===== src/rtl/rll_key_stream_unit.sv =====
`default_nettype none
// ============================================================================
//  Module      : rll_key_stream_unit
//  Description : Serial-loaded, atomically committed RLL key applied as a
//                per-bit XOR/XNOR key-gate layer on a registered valid/ready
//                stream. Optional macro RLL_KEY_PARITY_EN adds a trailing
//                even-parity bit to every key load (mismatch -> key_err).
//  Revision    : 1.0 - initial release
// ============================================================================
module rll_key_stream_unit #(
    parameter int                KEY_W    = 32,
    parameter int                DATA_W   = 32,
    parameter logic [KEY_W-1:0]  GATE_POL = {KEY_W{1'b0}}
) (
    input  logic              clk,
    input  logic              rst_n,
    input  logic              key_sin,
    input  logic              key_sin_valid,
    input  logic              key_clear,
    output logic              key_loaded,
    output logic              key_busy,
    output logic              key_err,
    input  logic [DATA_W-1:0] in_data,
    input  logic              in_valid,
    output logic              in_ready,
    output logic [DATA_W-1:0] out_data,
    output logic              out_valid,
    input  logic              out_ready
);

    localparam int                 c_CNT_W = (KEY_W > 1) ? $clog2(KEY_W) : 1;
    localparam logic [c_CNT_W-1:0] c_LAST  = c_CNT_W'(KEY_W - 1);

    typedef enum logic [1:0] {
        K_IDLE  = 2'd0,
`ifdef RLL_KEY_PARITY_EN
        K_SHIFT = 2'd1,
        K_PAR   = 2'd2
`else
        K_SHIFT = 2'd1
`endif
    } key_state_t;

    key_state_t          r_state,  w_state_nxt;
    logic [KEY_W-1:0]    r_shadow, w_shadow_nxt;
    logic [KEY_W-1:0]    w_shadow_ins;
    logic [c_CNT_W-1:0]  r_cnt,    w_cnt_nxt;
    logic [KEY_W-1:0]    r_active, w_active_nxt;
    logic                r_loaded, w_loaded_nxt;
`ifdef RLL_KEY_PARITY_EN
    logic                r_err,    w_err_nxt;
`endif

    logic [KEY_W-1:0]    w_eff;
    logic [DATA_W-1:0]   w_mask;
    logic                w_xfer;
    logic [DATA_W-1:0]   r_out_data;
    logic                r_out_valid;

    // Key FSM state and key registers; everything drops at once on reset
    always_ff @(posedge clk or negedge rst_n) begin
        if (!rst_n) begin
            r_state  <= K_IDLE;
            r_shadow <= '0;
            r_cnt    <= '0;
            r_active <= '0;
            r_loaded <= 1'b0;
`ifdef RLL_KEY_PARITY_EN
            r_err    <= 1'b0;
`endif
        end else begin
            r_state  <= w_state_nxt;
            r_shadow <= w_shadow_nxt;
            r_cnt    <= w_cnt_nxt;
            r_active <= w_active_nxt;
            r_loaded <= w_loaded_nxt;
`ifdef RLL_KEY_PARITY_EN
            r_err    <= w_err_nxt;
`endif
        end
    end

    // Next-state logic: key_clear wins, otherwise shift bits in at the
    // counter index and commit the whole shadow on the final bit
    always_comb begin
        w_state_nxt  = r_state;
        w_shadow_nxt = r_shadow;
        w_cnt_nxt    = r_cnt;
        w_active_nxt = r_active;
        w_loaded_nxt = r_loaded;
`ifdef RLL_KEY_PARITY_EN
        w_err_nxt    = 1'b0;
`endif
        // Shadow with the incoming bit placed at the current position
        w_shadow_ins        = r_shadow;
        w_shadow_ins[r_cnt] = key_sin;

        if (key_clear) begin
            w_state_nxt  = K_IDLE;
            w_shadow_nxt = '0;
            w_cnt_nxt    = '0;
            w_active_nxt = '0;
            w_loaded_nxt = 1'b0;
        end else begin
            case (r_state)
                // The counter is always zero in K_IDLE, so the first bit lands
                // in shadow[0]; with KEY_W = 1 that bit is also the last one
                K_IDLE, K_SHIFT: begin
                    if (key_sin_valid) begin
                        w_shadow_nxt = w_shadow_ins;
                        if (r_cnt == c_LAST) begin
                            w_cnt_nxt = '0;
`ifdef RLL_KEY_PARITY_EN
                            w_state_nxt  = K_PAR;
`else
                            w_active_nxt = w_shadow_ins;
                            w_loaded_nxt = 1'b1;
                            w_shadow_nxt = '0;
                            w_state_nxt  = K_IDLE;
`endif
                        end else begin
                            w_cnt_nxt   = r_cnt + c_CNT_W'(1);
                            w_state_nxt = K_SHIFT;
                        end
                    end
                end
`ifdef RLL_KEY_PARITY_EN
                // Trailing bit must equal the even parity of the shadow;
                // a mismatch leaves the active key untouched
                K_PAR: begin
                    if (key_sin_valid) begin
                        if (key_sin == (^r_shadow)) begin
                            w_active_nxt = r_shadow;
                            w_loaded_nxt = 1'b1;
                        end else begin
                            w_err_nxt = 1'b1;
                        end
                        w_shadow_nxt = '0;
                        w_state_nxt  = K_IDLE;
                    end
                end
`endif
                default: begin
                    w_state_nxt  = K_IDLE;
                    w_shadow_nxt = '0;
                    w_cnt_nxt    = '0;
                end
            endcase
        end
    end

    assign key_loaded = r_loaded;
    assign key_busy   = (r_state != K_IDLE);
`ifdef RLL_KEY_PARITY_EN
    assign key_err    = r_err;
`else
    assign key_err    = 1'b0;
`endif

    // Effective key: gate polarity folded in, so an uncommitted (zero) key
    // still gates data with GATE_POL alone
    assign w_eff = r_active ^ GATE_POL;

    // Replicate the effective key across the data word (bit i <- key i mod KEY_W)
    for (genvar i = 0; i < DATA_W; i++) begin : g_mask
        assign w_mask[i] = w_eff[i % KEY_W];
    end

    assign in_ready = !r_out_valid || out_ready;
    assign w_xfer   = in_valid && in_ready;

    // Output stage: key sampled at capture, word held while stalled
    always_ff @(posedge clk or negedge rst_n) begin
        if (!rst_n) begin
            r_out_data  <= '0;
            r_out_valid <= 1'b0;
        end else if (w_xfer) begin
            r_out_data  <= in_data ^ w_mask;
            r_out_valid <= 1'b1;
        end else if (out_ready) begin
            r_out_valid <= 1'b0;
        end
    end

    assign out_data  = r_out_data;
    assign out_valid = r_out_valid;

endmodule
`default_nettype wire


===== config.mk =====
export PLATFORM = sky130hd
export DESIGN_NAME = rll_key_stream_unit
export DESIGN_NICKNAME = d
export VERILOG_FILES = /design/src/rtl/rll_key_stream_unit.sv
export SDC_FILE = /design/constraint.sdc
export NUM_CORES = 1
export LEC_CHECK = 0
export ABC_CLOCK_PERIOD_IN_PS = 2600
export CAP_MARGIN = 25
export CELL_PAD_IN_SITES_DETAIL_PLACEMENT = 0
export CELL_PAD_IN_SITES_GLOBAL_PLACEMENT = 1
export CORE_ASPECT_RATIO = 0.75
export CORE_MARGIN = 3
export CORE_UTILIZATION = 53
export CTS_BUF_LIST = sky130_fd_sc_hd__clkbuf_2
export DETAILED_ROUTE_END_ITERATION = 10
export DONT_BUFFER_PORTS = 1
export GPL_TIMING_DRIVEN = 0
export PLACE_DENSITY_LB_ADDON = 0.1
export SLEW_MARGIN = 20
export SYNTH_ARGS = -nofsm -noshare
export SYNTH_HDL_FRONTEND = slang
export SYNTH_SLANG_ARGS = --single-unit

===== constraint.sdc =====
create_clock -name clk -period 2.6 [get_ports clk]
set_input_delay 0.52 -clock clk [delete_from_list [all_inputs] [get_ports clk]]
set_output_delay 0.52 -clock clk [all_outputs]
set_load 0.01 [all_outputs]

Word-level counts from Yosys, hierarchy flattened
Index checks and enable logic that the tools add are counted.
{"block": "totals", "reg_bits": 105, "input_bits": 39, "output_inout_bits": 37, "elab_cells": 51}
{"block": "classes", "addsub": 1, "order_cmp": 2, "n_eq_ne": 3, "mux": 25, "bitwise_logic": 1, "n_reduce_logical": 12}
{"cell": "32-bit 2-to-1 mux", "count": 8}
{"cell": "32-bit bitwise mux", "count": 1}
{"cell": "32-bit XOR", "count": 1}
{"cell": "5-bit 2-to-1 mux", "count": 4}
{"cell": "2-bit nonzero test", "count": 5}
{"cell": "1-bit 2-to-1 mux", "count": 8}
{"cell": "5-bit by 6-bit < comparator with 1-bit output (second input constant)", "count": 1}
{"cell": "2-bit 2-to-1 mux", "count": 3}
{"cell": "5-bit by 1-bit adder with 5-bit output (second input constant)", "count": 1}
{"cell": "1-bit demux with 5-bit select", "count": 1}
{"cell": "5-bit equality test (second input constant)", "count": 1}
{"cell": "5-bit by 1-bit >= comparator with 1-bit output (second input constant)", "count": 1}
{"cell": "3-bit != test (second input constant)", "count": 1}
{"cell": "3-bit AND reduction", "count": 1}
{"cell": "2-bit by 1-bit equality test with 1-bit output (second input constant)", "count": 1}
{"cell": "1-bit logical AND", "count": 2}
{"cell": "2-bit logical NOT", "count": 1}
{"cell": "2-bit OR reduction", "count": 1}
{"cell": "1-bit logical NOT", "count": 1}
{"cell": "1-bit logical OR", "count": 1}

Longest topological paths before layout
{"block": "depth", "ltp_word": 9, "depth_mapped": 9, "ltp_nobuf": 6}

Worst setup path after synthesis
Ideal clock, no wire load.
{"block": "synth_timing", "path_type": "flip-flop to flip-flop", "startpoint": "reg r_cnt[0]", "endpoint": "reg r_shadow[31]", "setup_ns": 0.066, "arrival_time_ns": 2.055, "t_required_ns": 2.534, "path_slack_ns": 0.480, "stages_incl_launch_ff": 10, "n_path_buf": 3, "period_less_slack_ns": 2.120, "cell_sequence": "dfrtp_1 ha_1 clkbuf_1 and3_1 ha_1 or3b_1 buf_6 buf_6 o21ai_1 a22o_1"}
{"block": "synth_between", "elab_chain_len": 9, "elab_cells_between_ends": 11, "classes_between": "2 x order compare; 1 x eq/ne; 7 x mux; 1 x reduce/logical"}
{"element": "start: declaration", "line": "47", "text": "logic [c_CNT_W-1:0] r_cnt, w_cnt_nxt;"}
{"element": "start signal: assignment", "line": "74", "text": "r_cnt <= w_cnt_nxt;"}
{"element": "5-bit by 6-bit < comparator with 1-bit output (not written as such) or 5-bit by 1-bit >= comparator with 1-bit output (tied branches)", "line": "96", "text": "w_shadow_ins[r_cnt] = key_sin;"}
{"element": "1-bit logical AND (not written as such)", "line": "96"}
{"element": "1-bit 2-to-1 mux (not written as such)", "line": "96"}
{"element": "1-bit demux with 5-bit select", "line": "96"}
{"element": "32-bit bitwise mux", "line": "96"}
{"element": "32-bit 2-to-1 mux *", "line": "111", "text": "if (r_cnt == c_LAST) begin"}
{"element": "32-bit 2-to-1 mux *", "line": "109", "text": "if (key_sin_valid) begin"}
{"element": "32-bit 2-to-1 mux *", "line": "105", "text": "case (r_state)"}
{"element": "32-bit 2-to-1 mux *", "line": "98", "text": "if (key_clear) begin"}
{"element": "end signal: assignment", "line": "73", "text": "r_shadow <= w_shadow_nxt;"}
{"element": "end: declaration", "line": "45", "text": "logic [KEY_W-1:0] r_shadow, w_shadow_nxt;"}
Mark *: on every way between the ends. The rest lies on a longest branch, timed or not. The select of a mux whose other input is x is not followed.
A chain may end at the register's enable or synchronous reset.

Worst setup path in the final report
{"block": "layout_timing", "startpoint": "reg r_cnt[0]", "endpoint": "reg r_shadow[4]"}
Same word-level chain as after synthesis.

==> metrics.md <==
| Metric | Value |
|---|---|
| Status | `finished, final reports clean` |
| Crit-path cells | `ha_1 -> clkbuf_2 -> and3_1 -> ha_1 -> or3b_1 -> buf_6 -> buf_6 -> o21ai_1 -> a22o_1` |
| Power Density | `roughly 540 mW/mm^2` |
| Row count | `30` |
| Final hold violation count | `0` |
| Post-Synthesis Cell Area | `approximately 0.0051 sq mm` |
| CP Launch Type | `register` |
| Total power draw | `between 2000 and 3000 uW` |
| Area grow syn2layout | `6.91%` |
| DRT iter0 DRCs | `230` |
| Most common cell after layout, fill and taps aside | `dfrtp_1` |
| Commonest non-fill, non-tap cells in the layout | `dfrtp_1 (103), o21ai_1 (40), nand2_1 (36)` |
| Hold Path Class | `input pin to register` |
| Die width | `119 um` |
| F_max | `410 MHz` |
| CP arrival | `3.00 ns` |
| Worst hold margin | `0.147 ns` |
| Synthesized net count | `479` |
| Maximum vdd ir drop | `roughly 0.37 mV` |
| Die Span Y | `approximately 91 um` |
| Slew HR | `0.623` |
| Clock sinks | `~100` |
| Syn_area_per_cell | `around 12 sq um` |
| Worst slack at placement | `~0.083 ns` |
| I/O pin total | `76` |
| Initial antenna violation count | `0` |
| Utilization after layout | `0.589` |
| Drt total wl | `roughly 11 mm` |
| Initial Utilization | `0.551` |
| Clock Pin Slew Worst Setup and Hold Paths | `~0.3 ns` |
| Global-route wire length before repair | `about 18 mm` |
| Worst slew pin tran | `about 0.57 ns` |
| Clk_lat worst skew | `about 0.61 ns` |
| Crit Path Class | `register to register` |
| Post-detailed-route count of antenna-violating nets | `0` |
| Setup Buffers After CTS | `0` |
| Crit path time final | `~2.4 ns` |
| Cell count after synthesis | `~440` |
| Final worst-path cycle share | `0.939` |
| Largest net degree at the start of global routing | `~110` |
| CTS H-tree lvls | `3` |
| Global Route Usage Sum | `0.208` |
| GRT overflow | `0` |
| Min-Delay Path Depth | `2` |
| CP bufs+invs | `3` |
| Die ar. | `approximately 0.011 sq mm` |
| Via density | `roughly 5.9` |
| Layout Skew | `about 0.04 ns` |
| CTS tree | `built` |
| Root buffer cell | `clkbuf_2` |
| Number of stages on the worst setup path | `9` |
| FF+latch count, synth | `between 100 and 150` |
| Nets@finish | `493` |
| Worst setup EP type | `register` |
| Final setup fails | `0` |
| Diodes inserted | `0` |
| CP Max Fanout | `10` |
| Ys Warns | `0` |
| Cts bufs inserted | `9` |
| Setup WS post-layout | `between 0.15 and 0.2 ns` |
| CTS max path bufs | `2` |
| Cell family with most CP delay | `simple AND/OR/NAND/NOR gates` |
| Dpl hpwl | `7.31 mm` |
| P_leak | `0.00250 uW` |
| Core area | `approximately 0.0092 sq mm` |
| Max-Cap Viols | `0` |
| CP max-delay cell | `dfrtp_2` |
| Worst path max stage delay | `a little over 0.5 ns` |
| Vias in the first global route | `3477` |
| DRC | `0` |
| Sequential share of the synthesized area | `0.513` |
| Wire per inst | `18.8 um` |
| Flop2flop setup slack | `0.16 ns` |
| Final GP Congestion | `approximately 0.82` |
| Netlist cell types | `35` |
| Fraction of layout cells with a size suffix above 1 | `0.233` |
| I/O Buffers | `0` |
| Max Slew Vio Count | `0` |
| Worst R2R Path Depth | `9` |
| Via count | `about 3400` |
| CP required | `around 3.2 ns` |
| First-pass iteration count of the detailed router | `4` |
## Yosys cell counts, drive strengths merged
cell type | number | area share
mux2i | 2 | 0.0039
nor4bb | 1 | 0.0020
and4bb | 13 | 0.032
buf | 27 | 0.033
and4 | 4 | 0.0069
a22o | 32 | 0.055
dfrtp | 104 | 0.51
inv | 2 | 0.0015
nor4b | 4 | 0.017
or3 | 1 | 0.0012
a21oi | 3 | 0.0037
a21boi | 1 | 0.0015
or2 | 1 | 0.0012
and3 | 1 | 0.0012
nand2b | 2 | 0.0025
nand2 | 36 | 0.027
nand3 | 1 | 0.00099
clkbuf | 11 | 0.0084
xor2 | 32 | 0.055
nor2 | 5 | 0.0037
mux2 | 32 | 0.071
or3b | 1 | 0.0017
and4b | 13 | 0.027
ha | 5 | 0.012
a22oi | 32 | 0.047
and3b | 1 | 0.0020
conb | 1 | 0.00074
o21ai | 67 | 0.066
## logic make-up after synthesis
group,Yosys count,synth area share
adders and majority gates,5,0.0123
and+or+nand+nor,84,0.127
buffers and inverters,40,0.0425
other,1,0.000740
DFF,104,0.513
AOI/OAI and AO/OA,135,0.174
xor gates and xnor gates,32,0.0553
muxes,34,0.0750
## registers in the layout (all words and copies together) (netlist names)
register / cells
key_loaded: 1
out_data: 32
out_valid: 1
r_active: 32
r_cnt: 5
r_shadow: 32
r_state: 1
## through the flow
stage | cell area (sq um) | cells | setup TNS [ns]
6_report | 5420 | 582 | 0
5_1_grt | 5420 | 582 | -0.00803
4_1_cts | 5380 | 580 | 0
3_5_place_dp | 5230 | 563 | 0
3_3_place_gp | 5230 | 563 | 0
2_1_floorplan | 5070 | 435 | 0
## per-layer routing
layer,track usage,vias to the layer above,routed length (um)
met5,0,-,0
li1,-,1620,-
met3,0.0557,13,573
met4,0.0656,0,164
met2,0.308,83,4840
met1,0.298,1713,5350
## worst reg2reg max path, cell delays in order, from the launching register on
cell and delay, ns:
dfrtp_2 0.51, ha_1 0.22, clkbuf_2 0.20, and3_1 0.22, ha_1 0.27, or3b_1 0.40
buf_6 0.15, buf_6 0.14, o21ai_1 0.14, a22o_1 0.15
## worst paths after layout
path,startpoint,end
max in group asynchronous,rst_n,r_active[12]
min in group asynchronous,rst_n,out_valid
worst min-delay path,in_data[24],out_data[24]
worst min register to register,r_shadow[29],r_active[29]
worst max register to register,r_cnt[0],r_shadow[4]
worst max-delay path,r_cnt[0],r_shadow[4]
## layout make-up
| class | count | area [sq um] |
|---|---|---|
| buffer | 38 | 210 |
| clock buffer | 9 | 45.0 |
| clock inverter | 7 | 93.8 |
| fill | 789 | 3780 |
| inverter | 2 | 7.51 |
| multi-input combinational | 291 | 2250 |
| sequential | 104 | 2600 |
| tap | 128 | 160 |
| timing repair buffer | 3 | 47.5 |
## where the power goes
group	leakage, uW	switching [uW]	total (uW)	internal [uW]
clock	0.0000799	562	880	318
combinational	0.00104	147	275	128
sequential	0.00137	88.7	1790	1700
total	0.00250	798	2950	2150
## timing repair
item,CTS,global route
hold buffers,1,2
hold endpoints to repair,105,104
endpoints found under the setup margin,0,59
gates resized for setup,0,5
No activity file was read; power rests on OpenSTA's default activity.
